==> config.mk <==
export PLATFORM = sky130hd
export DESIGN_NAME = if_id_skid_reg
export DESIGN_NICKNAME = d
export VERILOG_FILES = /design/src/rtl/if_id_skid_reg.sv
export SDC_FILE = /design/constraint.sdc
export NUM_CORES = 1
export LEC_CHECK = 0
export ABC_AREA = 1
export BUFFER_PORTS_ARGS = -buffer_cell sky130_fd_sc_hd__buf_2
export CAP_MARGIN = 20
export CORE_MARGIN = 2
export CORE_UTILIZATION = 55
export CTS_CLUSTER_SIZE = 20
export DETAILED_ROUTE_END_ITERATION = 10
export PLACE_DENSITY = 0.83
export SYNTH_ARGS = -nofsm -noshare
export SYNTH_HDL_FRONTEND = slang
export SYNTH_SLANG_ARGS = --single-unit
==> constraint.sdc <==
create_clock -name clk_i -period 13.5 [get_ports clk_i]
set_clock_uncertainty 0.05 [all_clocks]
set_input_delay 1.35 -clock clk_i [delete_from_list [all_inputs] [get_ports clk_i]]
set_output_delay 1.35 -clock clk_i [all_outputs]
set_load 0.01 [all_outputs]
==> src/rtl/if_id_skid_reg.sv <==
// Fetch-to-decode pipeline register with a 2-entry skid buffer.
// Decode sees the main (head) register; the skid register absorbs one extra beat under backpressure.
module if_id_skid_reg #(
    parameter int                     PC_WIDTH    = 32,
    parameter int                     INSTR_WIDTH = 32,
    parameter logic [INSTR_WIDTH-1:0] NOP_INSTR   = 32'h0000_0013
) (
    input  logic                   clk_i,
    input  logic                   reset_i,
    input  logic                   flush_i,
    input  logic                   up_valid_i,
    output logic                   up_ready_o,
    input  logic [PC_WIDTH-1:0]    up_pc_i,
    input  logic [INSTR_WIDTH-1:0] up_instr_i,
    output logic                   dn_valid_o,
    input  logic                   dn_ready_i,
    output logic [PC_WIDTH-1:0]    dn_pc_o,
    output logic [INSTR_WIDTH-1:0] dn_instr_o,
    output logic [1:0]             occupancy_o
);

    typedef enum logic [1:0] {
        EMPTY = 2'd0,
        BUSY  = 2'd1,
        FULL  = 2'd2
    } state_t;

    state_t                 state_q;
    state_t                 state_d;
    logic [PC_WIDTH-1:0]    main_pc;
    logic [INSTR_WIDTH-1:0] main_instr;
    logic [PC_WIDTH-1:0]    skid_pc;
    logic [INSTR_WIDTH-1:0] skid_instr;
    logic                   up_xfer;
    logic                   dn_xfer;
    logic                   load_main_up;
    logic                   load_main_skid;
    logic                   load_skid;
    logic                   clear_main;

    // Handshake outputs depend only on registered state, so ready never combinationally follows dn_ready_i.
    assign up_ready_o  = (state_q != FULL);
    assign dn_valid_o  = (state_q != EMPTY);
    assign occupancy_o = {state_q == FULL, state_q == BUSY};
    assign dn_pc_o     = main_pc;
    assign dn_instr_o  = main_instr;

    assign up_xfer = up_valid_i & up_ready_o;
    assign dn_xfer = dn_valid_o & dn_ready_i;

    always_ff @(posedge clk_i) begin
        if (reset_i) begin
            state_q <= EMPTY;
        end else begin
            state_q <= state_d;
        end
    end

    always_comb begin
        state_d        = state_q;
        load_main_up   = 1'b0;
        load_main_skid = 1'b0;
        load_skid      = 1'b0;
        clear_main     = 1'b0;
        if (flush_i) begin
            state_d    = EMPTY;
            clear_main = 1'b1;
        end else begin
            unique case (state_q)
                EMPTY: begin
                    if (up_xfer) begin
                        state_d      = BUSY;
                        load_main_up = 1'b1;
                    end
                end
                BUSY: begin
                    if (up_xfer && dn_xfer) begin
                        load_main_up = 1'b1;
                    end else if (up_xfer) begin
                        state_d   = FULL;
                        load_skid = 1'b1;
                    end else if (dn_xfer) begin
                        state_d = EMPTY;
                    end
                end
                FULL: begin
                    if (dn_xfer) begin
                        state_d        = BUSY;
                        load_main_skid = 1'b1;
                    end
                end
                default: begin
                    state_d = EMPTY;
                end
            endcase
        end
    end

    always_ff @(posedge clk_i) begin
        if (reset_i || clear_main) begin
            main_pc    <= '0;
            main_instr <= NOP_INSTR;
        end else if (load_main_up) begin
            main_pc    <= up_pc_i;
            main_instr <= up_instr_i;
        end else if (load_main_skid) begin
            main_pc    <= skid_pc;
            main_instr <= skid_instr;
        end
    end

    // Skid contents are only meaningful in FULL, so they need no reset.
    always_ff @(posedge clk_i) begin
        if (load_skid) begin
            skid_pc    <= up_pc_i;
            skid_instr <= up_instr_i;
        end
    end

endmodule
=== Word-level counts from Yosys, hierarchy flattened ===
Index checks and enable logic that the tools add are counted.

* Reduce and logical (&&, ||, !) cells: 7
* Muxes and demuxes: 21
* Bitwise logic cells: 2
* Equality and inequality tests: 7

{| class="wikitable"
|+ Operators by type and width
! cell !! number
|-
| two-way mux 32 bit || 4
|-
| two-way mux 1 bit || 10
|-
| two-way mux 2 bit || 5
|-
| != test 2 bit (second input constant) || 3
|-
| case mux 2 bit (3 select lines) || 1
|-
| AND reduction 4 bit || 1
|-
| nonzero test 2 bit || 2
|-
| != test 3 x 1 -> 1 bit (second input constant) || 1
|-
| AND 1 bit || 2
|-
| equality test 2 x 1 -> 1 bit (second input constant) || 1
|-
| equality test 2 bit (second input constant) || 1
|-
| logical NOT 2 bit || 1
|-
| != test 2 x 1 -> 1 bit (second input constant) || 1
|-
| case mux 1 bit (2 select lines) || 1
|-
| OR reduction 2 bit || 1
|-
| logical AND 1 bit || 1
|-
| logical OR 1 bit || 1
|}

* Input port bits: 69
* Flip-flop bits (word level): 130
* Logic and storage cells: 42

=== Depth between registers and ports, before layout ===
* Depth in word-level cells: 7
* Gate-level depth with buffers: 9
* Depth with buffers taken out: 8

=== Least setup slack after synthesis ===
OpenSTA, ideal clock, no wires.

* Path kind: input-to-reg
* Start point: input dn_ready_i
* End point: register skid_instr[0] (enable)
* Stages: 1
* Arrival time: 5,814 ps
* Library setup time: 565 ps
* Data required time: 12,885 ps
* Slack: 7,070 ps
* Cells stage by stage: nor3_1

* Cells in the longest elaborated chain, start to end: 5

{| class="wikitable"
|+ Ends and longest elaborated chain
! item !! line !! source
|-
| start: declaration || 16 || <nowiki>input logic dn_ready_i,</nowiki>
|-
| AND 1 bit || 49 || <nowiki>assign dn_xfer = dn_valid_o & dn_ready_i;</nowiki>
|-
| logical AND 1 bit || 77 || <nowiki>if (up_xfer && dn_xfer) begin</nowiki>
|-
| two-way mux 1 bit || 77 ||
|-
| two-way mux 1 bit || 69 || <nowiki>unique case (state_q)</nowiki>
|-
| two-way mux 1 bit || 65 || <nowiki>if (flush_i) begin</nowiki>
|-
| end signal: assignment || 116 || <nowiki>skid_instr <= up_instr_i;</nowiki>
|-
| end: declaration || 33 || <nowiki>logic [INSTR_WIDTH-1:0] skid_instr;</nowiki>
|}

No other way between the ends.
A chain may end at the register's enable or synchronous reset.

=== Worst setup path after layout ===
* Start point: register state_q[1]
* End point: output occupancy_o[1]

* Cells in the longest elaborated chain, start to end: 1

{| class="wikitable"
|+ Ends and longest elaborated chain
! item !! line !! source
|-
| start: declaration || 28 || <nowiki>state_t state_q;</nowiki>
|-
| start signal: assignment || 55 || <nowiki>state_q <= state_d;</nowiki>
|-
| equality test 2 bit || 44 || <nowiki>assign occupancy_o = {state_q == FULL, state_q == BUSY};</nowiki>
|-
| end: declaration || 19 || <nowiki>output logic [1:0] occupancy_o</nowiki>
|}

No other way between the ends.

==> flow_summary.toml <==
[clock_network]
ctsResizeCount = 0
post_cts_buffers = 0
clk_pin_slew_ns = 0.06
numCtsBuffers = 17
root_buffer = "clkbuf_8"
cts_sinks = 130
holdBufCountCts = 0
clockBufferDepth = 2
clock_latency_ns = 0.52
cts_tree = "done"
ctsHtreeMaxLevel = 4

[logic_synthesis]
yosysSeqAreaShare_pct = 58.98
synth_cell_types = 22
syn_area_um2 = 5499
syn_inst = 589
yosys_warnings = 0
synth_fp_nets = 658
yosys_register_bits = 130
synth.avg_cell_area_um2 = 9.336

[grt]
use_met2_pct = 40.60
grt_usage_pct = 25.20
globalRoute.totalOverflow = 0
grt.met3_usage_pct = 5.952
grt_pass1_wl_um = 21850
grt_pass1_vias = 4507
top_usage_layer = "met2"
grt_max_degree = 76
grt.met1_usage_pct = 32.85
antenna_found_initial = 0

[hold_path]
min_to = "dn_instr_o[19]$_SDFFE_PP0P_"
hold_path.class = "reg -> reg"
min_path_cells = 2
holdCritStartpoint = "dn_instr_o[19]$_SDFFE_PP0P_"

[sta]
tns_ns = 0
max_freq_mhz = 305.7
rsz0062_at_grt = "false"
slew_headroom_pct = 28.61
max_slew.worst_pin.slew_ns = 1.069
fin_crit_ns = 3.271
setup_viol_count_final = 0
final-max-slew-violation-count = 0
fin_crit_sh_pct = 24.23
hold_viol_final = 0

[power]
p_per_area_nw_per_um2 = 135.0
seqPwrFrac_pct = 47.0
peakVddDrop_v = 0.00007616
p_int_w = 0.0007052
switchingPower_w = 0.0002021
power_frac_comb_pct = 7.6
clockPowerShare_pct = 45.4
switching_share_pct = 22.28
p_leak_nw = 2.842

[critical_path]
worst-path-max-fanout = 65
criticalPathCategory = "reg -> out"
r2r.worst_path.cells = 9
cp.required_ns = 12.10
end_kind = "primary output"
r2r-start = "state_q[1]$_SDFFE_PP0P_"
worstReg2RegEnd = "dn_pc_o[4]$_SDFFE_PP0P_"
cp.arrival_ns = 1.87
startpoint_type = "flip-flop"
rrSetupSlack_ns = 10.90

[flow_run]
drv_cap = 0

[routing]
via_per_inst = 5.618
drtIter0Drc = 303
routed_wl_um = 13680
ant_nets = 0
wl_per_cell_um = 16.19
vias = 4747
drtPass1Iterations = 7
drc = 0

[die]
initial_core_util_pct = 56.52
die_area_um2 = 10810
core.rowCount = 36
die-width_um = 104.0
core_area_um2 = 9729
io_pins = 137
die_h_um = 104.0

[finish]
areaGrowthSynthToFinish_pct = 22.25
final_nets = 768
diodes = 0
fin_util_pct = 69.10
drive_gt1_share_pct = 25.00

[place]
io_buffers = 136
post-dp-hpwl_um = 7957
gp_congestion = 0.7779

[status]
status = "finished, final reports clean"
[kinds of logic (layout without fill, tap and decap cells)]
logic type | after synthesis | in the layout | synth area share (%)
buf+inv | 61 | 184 | 4.846
compound gates | 66 | 66 | 6.075
flops | 130 | 130 | 58.98
simple gates | 332 | 332 | 30.10
[final cells by class]
type	instances	area, µm²
Fill cell	752	3007
Timing Repair Buffer	143	733.2
Tap cell	133	166.4
Inverter	9	33.78
Clock buffer	26	478.0
Multi-Input combinational cell	398	2014
Sequential cell	130	3243
Clock inverter	6	53.80
[per-stage QoR]
| stage | worst slack, ns | cell area [µm²] | power, W | hold WS, ns | std cells |
|---|---|---|---|---|---|
| 3_5_place_dp | 9.812 | 6191 | 0.0005031 | 0.4245 | 813 |
| 3_3_place_gp | 9.855 | 6191 | 0.0005006 | 0.4193 | 813 |
| 5_1_grt | 10.12 | 6723 | 0.0009345 | 0.4565 | 845 |
| 2_1_floorplan | 7.070 | 5499 | 0.0004755 | 0.4555 | 589 |
| 6_report | 10.23 | 6723 | 0.0009073 | 0.4325 | 845 |
| 4_1_cts | 10.25 | 6723 | 0.0009107 | 0.4336 | 845 |
[layer usage]
layer / vias up / share of wire (%)
met5: - / 0
met4: 0 / 2.8
met3: 35 / 6.8
met2: 222 / 50
met1: 2219 / 41
li1: 2271 / -
[worst max path at each step]
stage	from	endpoint	slack (ns)	cells past startpoint
after floorplan	dn_ready_i	skid_instr[0]$_DFFE_PP_	7.07	1
after global placement	flush_i	dn_instr_o[1]$_SDFFE_PP1P_	9.86	7
after detailed placement	up_valid_i	dn_pc_o[15]$_SDFFE_PP0P_	9.81	8
after CTS	state_q[1]$_SDFFE_PP0P_	occupancy_o[1]	10.25	4
after global routing	up_valid_i	dn_instr_o[23]$_SDFFE_PP0P_	10.12	8
final	state_q[1]$_SDFFE_PP0P_	occupancy_o[1]	10.23	4
[registers in the layout, summed over array words and instances, names as in the netlist]
name / cells
dn_pc_o: 32
skid_instr: 32
state_q: 2
skid_pc: 32
dn_instr_o: 32
[placed cells by master, fill, tap and decap left out, types with 4 or more instances in the layout]
cell type | netlist | routed
dfxtp_1 | 66 | 66
buf_4 | 0 | 7
nand2_1 | 131 | 130
buf_2 | 24 | 136
nand3_1 | 129 | 129
nand3b_1 | 61 | 61
a21oi_1 | 58 | 58
clkbuf_8 | 0 | 4
clkinv_2 | 0 | 4
clkbuf_1 | 20 | 6
edfxtp_1 | 64 | 64
nor2_1 | 5 | 4
inv_1 | 7 | 7
clkbuf_16 | 0 | 16
[power groups by stage]
stage / Sequential [W] / Combinational (W) / Clock, W
CTS: 0.000426 / 0.0000694 / 0.000415
finish: 0.000426 / 0.0000694 / 0.000412
global route: 0.000427 / 0.0000767 / 0.000431
floorplan: 0.000437 / 0.0000385 / 0
global placement: 0.000434 / 0.0000668 / 0
detailed placement: 0.000434 / 0.0000689 / 0
[worst max-delay path, cell delays in order, from the launching register on]
cell	delay [ns]
dfxtp_1	0.34
inv_1	0.10
nor2_4	0.08
buf_4	0.57
buf_2	0.25
[cell usage after synthesis]
cell,instances,area (µm²)
nand3_1,129,645.6
clkbuf_1,20,75.07
clkinv_1,1,3.750
nand3b_1,61,457.9
o21ai_1,3,15.01
nand2_1,131,491.7
inv_2,1,3.750
nor2_1,5,18.77
nor3_1,1,5.000
a211oi_1,1,7.510
nor2_2,2,12.51
nor2_4,1,11.26
buf_2,24,120.1
dfxtp_1,66,1321
nand2_2,2,12.51
a31oi_1,1,6.260
a21oi_1,58,290.3
buf_1,7,26.28
o21ai_0,3,15.01
buf_6,1,11.26
inv_1,7,26.28
edfxtp_1,64,1922
No activity file was read; power rests on OpenSTA's default activity.
